`src/rtl/light_track_pkg.sv`:
```
// Shared types and helpers for the light_track tug-of-war game.
package light_track_pkg;

    typedef enum logic [1:0] {
        PLAY = 2'd0,
        LWIN = 2'd1,
        RWIN = 2'd2
    } state_e;

    // Reset/restart light position for an n-light track.
    function automatic int unsigned center_pos(input int unsigned n);
        return n / 2;
    endfunction

endpackage

```
`src/rtl/light_track_press_detect.sv`:
```
// Single-bit rising-edge press detector; a level held through reset never counts as a press.
module press_detect (
    input  logic Clock,
    input  logic Reset,
    input  logic in_i,
    output logic press_c_o
);

    logic prev_q;
    logic armed_q;

    // armed_q blocks the first post-reset sample so a press needs a seen 0 then 1.
    always_ff @(posedge Clock) begin
        if (!Reset) begin
            prev_q  <= 1'b0;
            armed_q <= 1'b0;
        end else begin
            prev_q  <= in_i;
            armed_q <= 1'b1;
        end
    end

    assign press_c_o = armed_q & in_i & ~prev_q;

endmodule

```
`src/rtl/light_track.sv`:
```
// Tug-of-war light track: two buttons push a single light left or right, with win counting.
module light_track
    import light_track_pkg::*;
#(
    parameter int unsigned N     = 9,
    parameter int unsigned WRAP  = 0,
    parameter int unsigned CNT_W = 4
) (
    input  logic             Clock,
    input  logic             Reset,
    input  logic             left_btn,
    input  logic             right_btn,
    input  logic             restart,
    output logic [N-1:0]     leds,
    output logic             left_win,
    output logic             right_win,
    output logic [CNT_W-1:0] left_score,
    output logic [CNT_W-1:0] right_score
);

    localparam int unsigned PW = $clog2(N);
    localparam logic [PW-1:0] CENTER  = PW'(center_pos(N));
    localparam logic [PW-1:0] POS_MAX = PW'(N - 1);
    localparam logic [CNT_W-1:0] SCORE_MAX = {CNT_W{1'b1}};

    logic left_press_c;
    logic right_press_c;

    press_detect u_left_press (
        .Clock     (Clock),
        .Reset     (Reset),
        .in_i      (left_btn),
        .press_c_o (left_press_c)
    );

    press_detect u_right_press (
        .Clock     (Clock),
        .Reset     (Reset),
        .in_i      (right_btn),
        .press_c_o (right_press_c)
    );

    state_e           state_q, state_d;
    logic [PW-1:0]    pos_q, pos_d;
    logic [CNT_W-1:0] lscore_q, lscore_d;
    logic [CNT_W-1:0] rscore_q, rscore_d;

    always_ff @(posedge Clock) begin
        if (!Reset) begin
            state_q  <= PLAY;
            pos_q    <= CENTER;
            lscore_q <= '0;
            rscore_q <= '0;
        end else begin
            state_q  <= state_d;
            pos_q    <= pos_d;
            lscore_q <= lscore_d;
            rscore_q <= rscore_d;
        end
    end

    // Restart overrides play; simultaneous presses cancel out.
    always_comb begin
        state_d  = state_q;
        pos_d    = pos_q;
        lscore_d = lscore_q;
        rscore_d = rscore_q;
        if (restart) begin
            state_d = PLAY;
            pos_d   = CENTER;
        end else if (state_q == PLAY) begin
            if (left_press_c && !right_press_c) begin
                if (pos_q != POS_MAX) begin
                    pos_d = pos_q + PW'(1);
                end else if (WRAP != 0) begin
                    pos_d = '0;
                end else begin
                    state_d = LWIN;
                    if (lscore_q != SCORE_MAX) begin
                        lscore_d = lscore_q + CNT_W'(1);
                    end
                end
            end else if (right_press_c && !left_press_c) begin
                if (pos_q != '0) begin
                    pos_d = pos_q - PW'(1);
                end else if (WRAP != 0) begin
                    pos_d = POS_MAX;
                end else begin
                    state_d = RWIN;
                    if (rscore_q != SCORE_MAX) begin
                        rscore_d = rscore_q + CNT_W'(1);
                    end
                end
            end
        end
    end

    always_comb begin
        leds        = '0;
        leds[pos_q] = 1'b1;
    end

    assign left_win    = (state_q == LWIN);
    assign right_win   = (state_q == RWIN);
    assign left_score  = lscore_q;
    assign right_score = rscore_q;

endmodule

```
`config.mk`:
```
export PLATFORM = sky130hd
export DESIGN_NAME = light_track
export DESIGN_NICKNAME = d
export VERILOG_FILES = /design/src/rtl/light_track_pkg.sv /design/src/rtl/light_track_press_detect.sv /design/src/rtl/light_track.sv
export SDC_FILE = /design/constraint.sdc
export NUM_CORES = 1
export LEC_CHECK = 0
export ABC_AREA = 1
export CAP_MARGIN = 20
export CELL_PAD_IN_SITES_DETAIL_PLACEMENT = 1
export CELL_PAD_IN_SITES_GLOBAL_PLACEMENT = 1
export CORE_MARGIN = 1
export CORE_UTILIZATION = 35
export CTS_CLUSTER_SIZE = 14
export DETAILED_ROUTE_END_ITERATION = 10
export HOLD_SLACK_MARGIN = 0.05
export PLACE_DENSITY_LB_ADDON = 0.1
export SYNTH_ARGS = -nofsm -noshare
export SYNTH_HDL_FRONTEND = slang
export SYNTH_SLANG_ARGS = --single-unit
```
`constraint.sdc`:
```
create_clock -name Clock -period 2.86 [get_ports Clock]
set_input_delay 0.572 -clock Clock [delete_from_list [all_inputs] [get_ports Clock]]
set_output_delay 0.572 -clock Clock [all_outputs]
set_load 0.03 [all_outputs]
```
After elaboration in Yosys (flattened, before gate mapping)
Cells that the tools add are included.
W data, S select, Z words.

cells by class
  add/subtract/negate cells = 4
  multiply operators = 0
  divide/modulo/power cells = 0
  order comparisons = 2
  equal/unequal tests = 8
  shift-type cells = 0
  muxes and demuxes = 11
  bitwise operators = 11
  reductions and logical operators = 14

operators with widths
  cell                   number
  $mux W4                4
  $add A4 B1 Y4 const B  3
  $ne A4 B4 Y1 const B   3
  $mux W2                4
  $reduce_and A4 Y1      2
  $not A1 Y1             7
  $reduce_and A6 Y1      1
  $lt A4 B5 Y1 const B   1
  $reduce_and A5 Y1      1
  $and A1 B1 Y1          4
  $demux W1 S4           1
  $ge A4 B1 Y1 const B   1
  $ne A2 B2 Y1 const B   2
  $reduce_bool A2 Y1     2
  $reduce_bool A4 Y1     1
  $sub A4 B1 Y4 const B  1
  $logic_and A1 B1 Y1    3
  $eq A2 B1 Y1 const B   1
  $eq A2 B2 Y1 const B   1
  $logic_not A1 Y1       2
  $logic_not A2 Y1       1
  $mux W1                2
  $ne A2 B1 Y1 const B   1
  $reduce_or A2 Y1       1

storage, ports and cells
  register bits after elaboration = 17
  latch bits = 0
  bits in writable memories = 0
  memory bits (read-only) = 0
  memories = 0

Depth between registers and ports, before layout
Gate-level depths: netlist of run 1.

  depth after elaboration = 6
  gate-level depth with buffers = 13
  mapped depth without buffers = 13

Modules after synthesis
From an unflattened synthesis of run 1, not the netlist that was laid out.

unflattened totals
  cell total of the unflattened synthesis = 153
  area, all modules = 1,068.5 µm²

modules (own cells, without submodules)
  module        instances  cells an instance  area each (µm²)
  light_track   1          141                953.4
  press_detect  2          6                  57.6

Worst setup path after synthesis of run 1
No wires, ideal clock.

  path kind = in2reg
  start point = input port left_btn
  end point = register pos_q[3]
  library setup time = 70 ps
  arrival time = 2,085 ps
  data required time = 2,790 ps
  path slack = 705 ps
  stages = 11
  path through = inv_1 nor3_1 ha_1 inv_2 ha_1 or2_2 nand2_1 nand2_1 nand2_1 nand2_1 a21oi_1

between the ends
  cells in the longest elaborated chain, start to end = 6
  elaborated cells between the ends (all ways) = 10

RTL lines
  element                          RTL line                        source
  start, declared                  light_track.sv:11               input logic left_btn,
  $and A1 B1 Y1 (*) (2 in series)  light_track_press_detect.sv:23  assign press_c_o = armed_q & in_i & ~prev_q;
  $logic_not A1 Y1                 light_track.sv:83               end else if (right_press_c && !left_press_c) begin
  $logic_and A1 B1 Y1              light_track.sv:83
  $reduce_bool A2 Y1 (no line)     --
  $reduce_and A4 Y1 (no line)      --
  end signal, assigned             light_track.sv:56               pos_q <= pos_d;
  end, declared                    light_track.sv:44               logic [PW-1:0] pos_q, pos_d;

Every way passes the cells marked *; elsewhere a longest branch is shown, timed or not.
A chain may end at the register's enable or synchronous reset.

Worst setup path in the final report of run 1
  start point = register pos_q[0]
  end point = output port leds[3]

between the ends
  cells in the longest elaborated chain, start to end = 4
  elaborated cells between the ends (all ways) = 5

RTL lines
  element                                                             RTL line            source
  $lt A4 B5 Y1 (implied by the code) or $ge A4 B1 Y1 (tied branches)  light_track.sv:100  leds[pos_q] = 1'b1;
  $logic_and A1 B1 Y1 (implied by the code)                           light_track.sv:100
  $mux W1 (implied by the code)                                       light_track.sv:100
  $demux W1 S4 (*)                                                    light_track.sv:100
  end, declared                                                       light_track.sv:14   output logic [N-1:0] leds,

Marked as above.

==> run_results.csv, run 1 <==
group,metric,value,unit
yosys,synth_cell_types,22,
floorplan,start_util,38.1,%
yosys,yosysMostFrequentCell,"nand2_1",
clock_network,path_clk_slew,100,ps
global_route,grt_overflow_total,0,
clock_network,cts_sinks,17,
floorplan,fp.coreArea,0.00283,mm2
timing,hold_viol,0,
setup_path,criticalPathCategory,"reg2out",
pwr,seqPwrFrac,51.7,%
routing,remaining_drc_errors,1,
yosys,synth-edff-count,0,
run_status,outcome,"complete, but fails checks",
yosys,synth_top_area_share,31.6,%
pwr,swShare,30.6,%
cells_and_area,nets,194,
cells_and_area,n_antenna_cell,0,
timing,skew,5.24,ps
yosys,syn_nets,165,
routing,finalWirelength,2.48,mm
floorplan,io_pins,24,
routing,firstDrtPassIters,7,
routing,wl_per_cell,11.7,um
floorplan,rows,19,
yosys,syn_area,0.00108,mm2
pwr,powerDensity,350,mW/mm2
clock_network,cts-resized-gates,0,
timing,setup-tns-final,0,ps
yosys,synth_common_cells,"37 x nand2_1, 23 x inv_1, 17 x dfxtp_1",
routing,dr_total_vias,1054,
timing,setup_viol,0,
yosys,ys_warn_count,0,
global_route,grt_max_degree,10,
placement,hpwl,2.07,mm
yosys,synthCells,153,
placement,globalplace.congestion,0.796,
timing,relSlewSlack,77.8,%
clock_network,ctsRootBufferMaster,"clkbuf_4",
pwr,p_clk_share,27.4,%
worst_hold_path,hold_class,"reg2reg",
cells_and_area,syn_to_final_growth,28.1,%
floorplan,fp.dieH,57.5,um
global_route,grt_usage,17.7,%
run_status,violations,"design-rule violations",
clock_network,cts_buffers,3,
setup_path,critPathCaptureType,"primary output",
clock_network,worstSkewPairLatency,290,ps
clock_network,htree_levels,1,
yosys,yosysTopAreaCell,"dfxtp_1",
clock_network,ctsHoldBuffers,0,
routing,vias_per_cell,4.97,
yosys,avgSynthCellArea,7.04,um2
cells_and_area,final_cells,212,
yosys,ys_top_cells_by_area,"dfxtp_1 32%, nand2_1 13%, inv_1 8.0%",
cells_and_area,drive_gt1_share,12.7,%
setup_path,crit_fanout,7,
setup_path,start_kind,"flop",
clock_network,clk_path_buf_depth,2,
yosys,synth-seq-area-share,31.6,%
timing,layout_worst_path_cycle_share,85.6,%
setup_path,critical_path_required,2290,ps
setup_path,cp.arrival,1880,ps
floorplan,die_w,57.5,um
pwr,p_sw,0.000148,W
global_route,antenna_found_initial,0,
pwr,p_leak,0.614,nW
yosys,synth_ff_type,"dfxtp_1",
yosys,async_flop_share,0,%
pwr,vdd_ir_drop_max,0.000177,V
clock_network,cts_tree,"done",
clock_network,post_cts_buffers,0,
timing,rsz0062_at_grt,"false",
pwr,power.internal,0.000335,W
flow_run,cap_violations,0,
floorplan,dieArea,0.00330,mm2
cells_and_area,post-route-util,48.8,%
timing,drv_slew,0,
pwr,share_comb_of_total_power,21.0,%
timing,worstMarginPinSlew,332,ps
routing,drtAntennaViolNets,0,
timing,period_needed,2450,ps
global_route,grt_pass1_wl,4.56,mm
global_route,grt_pass1_vias,1074,
placement,place_inst,208,
placement,io_buffers,23,
timing,fmax,409,MHz
routing,drt_iter0_drc,24,
yosys,ys_seq_elements,17,
-- final timing paths --
path,startpoint,end,slack [ps],cells past startpoint
worst max-delay path,pos_q[0]$_SDFFE_PP0P_,leds[3],410,3
worst min-delay path,state_q[0]$_SDFFE_PP0P_,state_q[0]$_SDFFE_PP0P_,520,2
worst max register to register,u_right_press.armed_q$_DFF_P_,pos_q[3]$_SDFFE_PP0P_,950,11
worst min register to register,state_q[0]$_SDFFE_PP0P_,state_q[0]$_SDFFE_PP0P_,520,2
-- registers in the layout, indices dropped and copies added, names as in the netlist --
| name | cells |
|---|---|
| u_right_press.prev_q | 1 |
| state_q | 2 |
| u_left_press.prev_q | 1 |
| pos_q | 4 |
| left_score | 4 |
| u_right_press.armed_q | 1 |
| right_score | 4 |
-- logic make-up (layout without fill, tap and decap cells) --
family                   count (synthesis)  after routing  share of synthesized area [%]
AO/OA/AOI/OAI                           14             14                           7.09
XOR/XNOR                                 2              2                           1.63
adder cells (fa/ha/maj)                  7              7                           8.83
buffers and inverters                   27             55                           9.41
flip-flops                              17             17                           31.6
AND/OR/NAND/NOR                         86             86                           41.5
-- layout make-up --
type,instances,area [um2]
multi-input cells,109,636
well taps,31,38.8
repair buffers,24,238
inverters,27,101
flip-flops and latches,17,340
clock buffers,4,26.3
fillers,366,1450
-- critical path, cell delays in order, from the launching register on --
cell and delay, ps:
dfxtp_1 520, inv_1 160, nor3_1 200, clkdlybuf4s50_1 700
-- routing by layer --
layer  global-route usage, %  vias to the layer above  share of wire [%]  routed length [um]
met5                       0                        -                  0                   0
met2                    31.4                       19                 53                1310
li1                        -                      546                  -                   -
met3                    2.04                        5                3.0                  74
met4                    7.32                        0                2.0                  50
met1                    21.6                      484                 42                1050
-- placed cells by master (no fill, tap or decap), drive strengths merged, types with 4 or more instances in the layout --
cell           netlist  layout
nor2                18      18
nand2               39      39
a21oi               13      13
nand3               18      18
ha                   6       6
inv                 27      27
clkdlybuf4s50        0      23
clkbuf               0       4
nor3                 8       8
dfxtp               17      17
-- metrics by stage --
stage / hold slack (ps) / worst slack [ps] / instance area [um2] / power [W]
2_1_floorplan: 475 / 705 / 1080 / 0.000325
3_3_place_gp: 489 / 237 / 1350 / 0.000355
3_5_place_dp: 507 / 176 / 1350 / 0.000358
4_1_cts: 523 / 361 / 1380 / 0.000494
5_1_grt: 545 / 208 / 1380 / 0.000517
6_report: 518 / 412 / 1380 / 0.000483
-- power groups by stage --
stage	Combinational [W]	Sequential (W)	Clock, W
after floorplan	0.0000711	0.000254	0
after global placement	0.0000995	0.000255	0
after detailed placement	0.000103	0.000256	0
after CTS	0.000103	0.000250	0.000140
after global routing	0.000114	0.000251	0.000152
final	0.000101	0.000250	0.000132
No activity file was read; power rests on OpenSTA's default activity.
==> run 2: changes to the inputs <==
- CORE_MARGIN: 1 -> 8
==> run 2 against run 1 <==
Against the previous run: the run now ends clean; combinational power about the same; hold slack worse by 2.1 ps; critical path type unchanged; power down 0.75%.
==> run_results.csv, run 2 (synthesis results as in run 1) <==
group,metric,value,unit
run_status,outcome,"completed",
pwr,seqPwrFrac,52.1,%
clock_network,htree_levels,1,
cells_and_area,final_cell_mix,"37 x nand2_1, 23 x inv_1, 23 x clkdlybuf4s50_1",
global_route,grt_usage,11.3,%
floorplan,start_util,35.9,%
routing,finalWirelength,2.59,mm
floorplan,io_pins,24,
cells_and_area,drive_gt1_share,12.7,%
clock_network,cts_sinks,17,
setup_path,criticalPathCategory,"reg2out",
timing,rsz0062_at_grt,"false",
cells_and_area,nFillCells,398,
setup_path,start_kind,"flop",
timing,layout_worst_path_cycle_share,88.0,%
clock_network,worstSkewPairLatency,290,ps
pwr,power.internal,0.000335,W
timing,setup_viol,0,
clock_network,cts_buffers,3,
setup_path,max_stage_delay,710,ps
routing,vias_per_cell,4.82,
floorplan,fp.dieH,71.5,um
clock_network,path_clk_slew,90,ps
setup_path,crit_fanout,7,
pwr,p_sw,0.000144,W
routing,drt_iter0_drc,49,
clock_network,post_cts_buffers,0,
pwr,p_clk_share,26.5,%
setup_path,critical_path_required,2290,ps
placement,hpwl,2.15,mm
placement,globalplace.congestion,0.793,
global_route,grt_pass1_wl,4.73,mm
floorplan,rows,20,
floorplan,dieArea,0.00511,mm2
clock_network,clk_path_buf_depth,2,
routing,firstDrtPassIters,4,
timing,skew,3.34,ps
routing,remaining_drc_errors,0,
floorplan,die_w,71.5,um
timing,timing.hold.ws,516,ps
timing,hold_viol,0,
floorplan,fp.coreArea,0.00300,mm2
timing,period_needed,2520,ps
timing,fmax,397,MHz
clock_network,cts_tree,"done",
clock_network,ctsHoldBuffers,0,
placement,io_buffers,23,
global_route,grt_overflow_total,0,
timing,drv_slew,0,
clock_network,cts-resized-gates,0,
flow_run,cap_violations,0,
cells_and_area,final_common_cell,"nand2_1",
cells_and_area,n_antenna_cell,0,
global_route,antenna_found_initial,0,
pwr,vdd_ir_drop_max,0.000260,V
clock_network,ctsRootBufferMaster,"clkbuf_4",
pwr,powerDensity,347,mW/mm2
setup_path,cpMaxStageDelayCell,"clkdlybuf4s50_1",
setup_path,cp_num_buf_inv,2,
global_route,grt_max_degree,10,
timing,setup-tns-final,0,ps
timing,relSlewSlack,75.6,%
pwr,swShare,30.1,%
global_route,grt_pass1_vias,1055,
pwr,share_comb_of_total_power,21.3,%
cells_and_area,nets,194,
pwr,p_leak,0.614,nW
routing,drtAntennaViolNets,0,
cells_and_area,syn_to_final_growth,28.3,%
routing,wl_per_cell,12.1,um
setup_path,critPathCaptureType,"primary output",
setup_path,critical_path.cell_chain,"inv_1 > nor3_1 > clkdlybuf4s50_1",
setup_path,crit_family,"buffers and inverters",
setup_path,cp.arrival,1950,ps
worst_hold_path,hold_class,"reg2reg",
routing,dr_total_vias,1031,
timing,worstMarginPinSlew,366,ps
-- run 2: cell counts in the layout (fill, tap and decap cells not counted) --
No cell type changed its count.
-- run 2: worst register-to-register path, cell delays in order (launching register included) --
cell     delay [ps]
dfxtp_1         340
inv_1            40
nor3_1          210
ha_1            230
inv_2            90
ha_1            300
or2_2           310
nand2_1          70
nand2_1          40
nand2_1          50
nand2_1          50
a21oi_1         110
-- run 2: area by class of cell --
type | instances | area (um2) | share of cell area (%)
clock buffer | 4 | 26.3 | 1.90
inverter | 27 | 101 | 7.33
multi-input combinational | 109 | 636 | 46.0
sequential | 17 | 340 | 24.6
tap | 33 | 41.3 | 2.99
timing repair buffer | 24 | 238 | 17.2
-- run 2: power groups by stage --
stage               Sequential (W)  Clock [W]  Combinational, W
floorplan                 0.000254          0         0.0000711
CTS                       0.000250   0.000141          0.000104
global route              0.000251   0.000148          0.000115
global placement          0.000255          0          0.000101
finish                    0.000250   0.000127          0.000102
detailed placement        0.000256          0          0.000104
-- run 2: final timing paths --
check | start | end | slack (ps) | cells past startpoint
setup reg to reg | u_right_press.armed_q$_DFF_P_ | pos_q[3]$_SDFFE_PP0P_ | 970 | 11
setup / recovery | pos_q[1]$_SDFFE_PP0P_ | leds[7] | 340 | 3
hold reg to reg | right_score[3]$_SDFFE_PN0P_ | right_score[3]$_SDFFE_PN0P_ | 520 | 2
hold / removal | right_score[3]$_SDFFE_PN0P_ | right_score[3]$_SDFFE_PN0P_ | 520 | 2
-- run 2: through the flow --
stage               area (um2)  util [%]  setup slack, ps  instances  power [W]
global placement          1360      45.2              255        210   0.000356
global route              1380      46.0              191        214   0.000514
floorplan                 1080         -              705        153   0.000325
finish                    1380      46.0              343        214   0.000480
detailed placement        1360      45.2              169        210   0.000360
CTS                       1380      46.0              281        214   0.000495
-- run 2: layer usage --
layer  part of all wire, %  track usage, %  vias up
met2                    48            18.8       17
met5                     0               0        -
met1                    46            13.2      470
li1                      -               -      542
met4                  0.89            3.40        0
met3                   5.2            4.18        2
==> run 3: changes to the inputs <==
- REMOVE_ABC_BUFFERS: unset -> 1
==> results of run 3 <==
Final layout, timing and power as in run 2 (identical DEF).
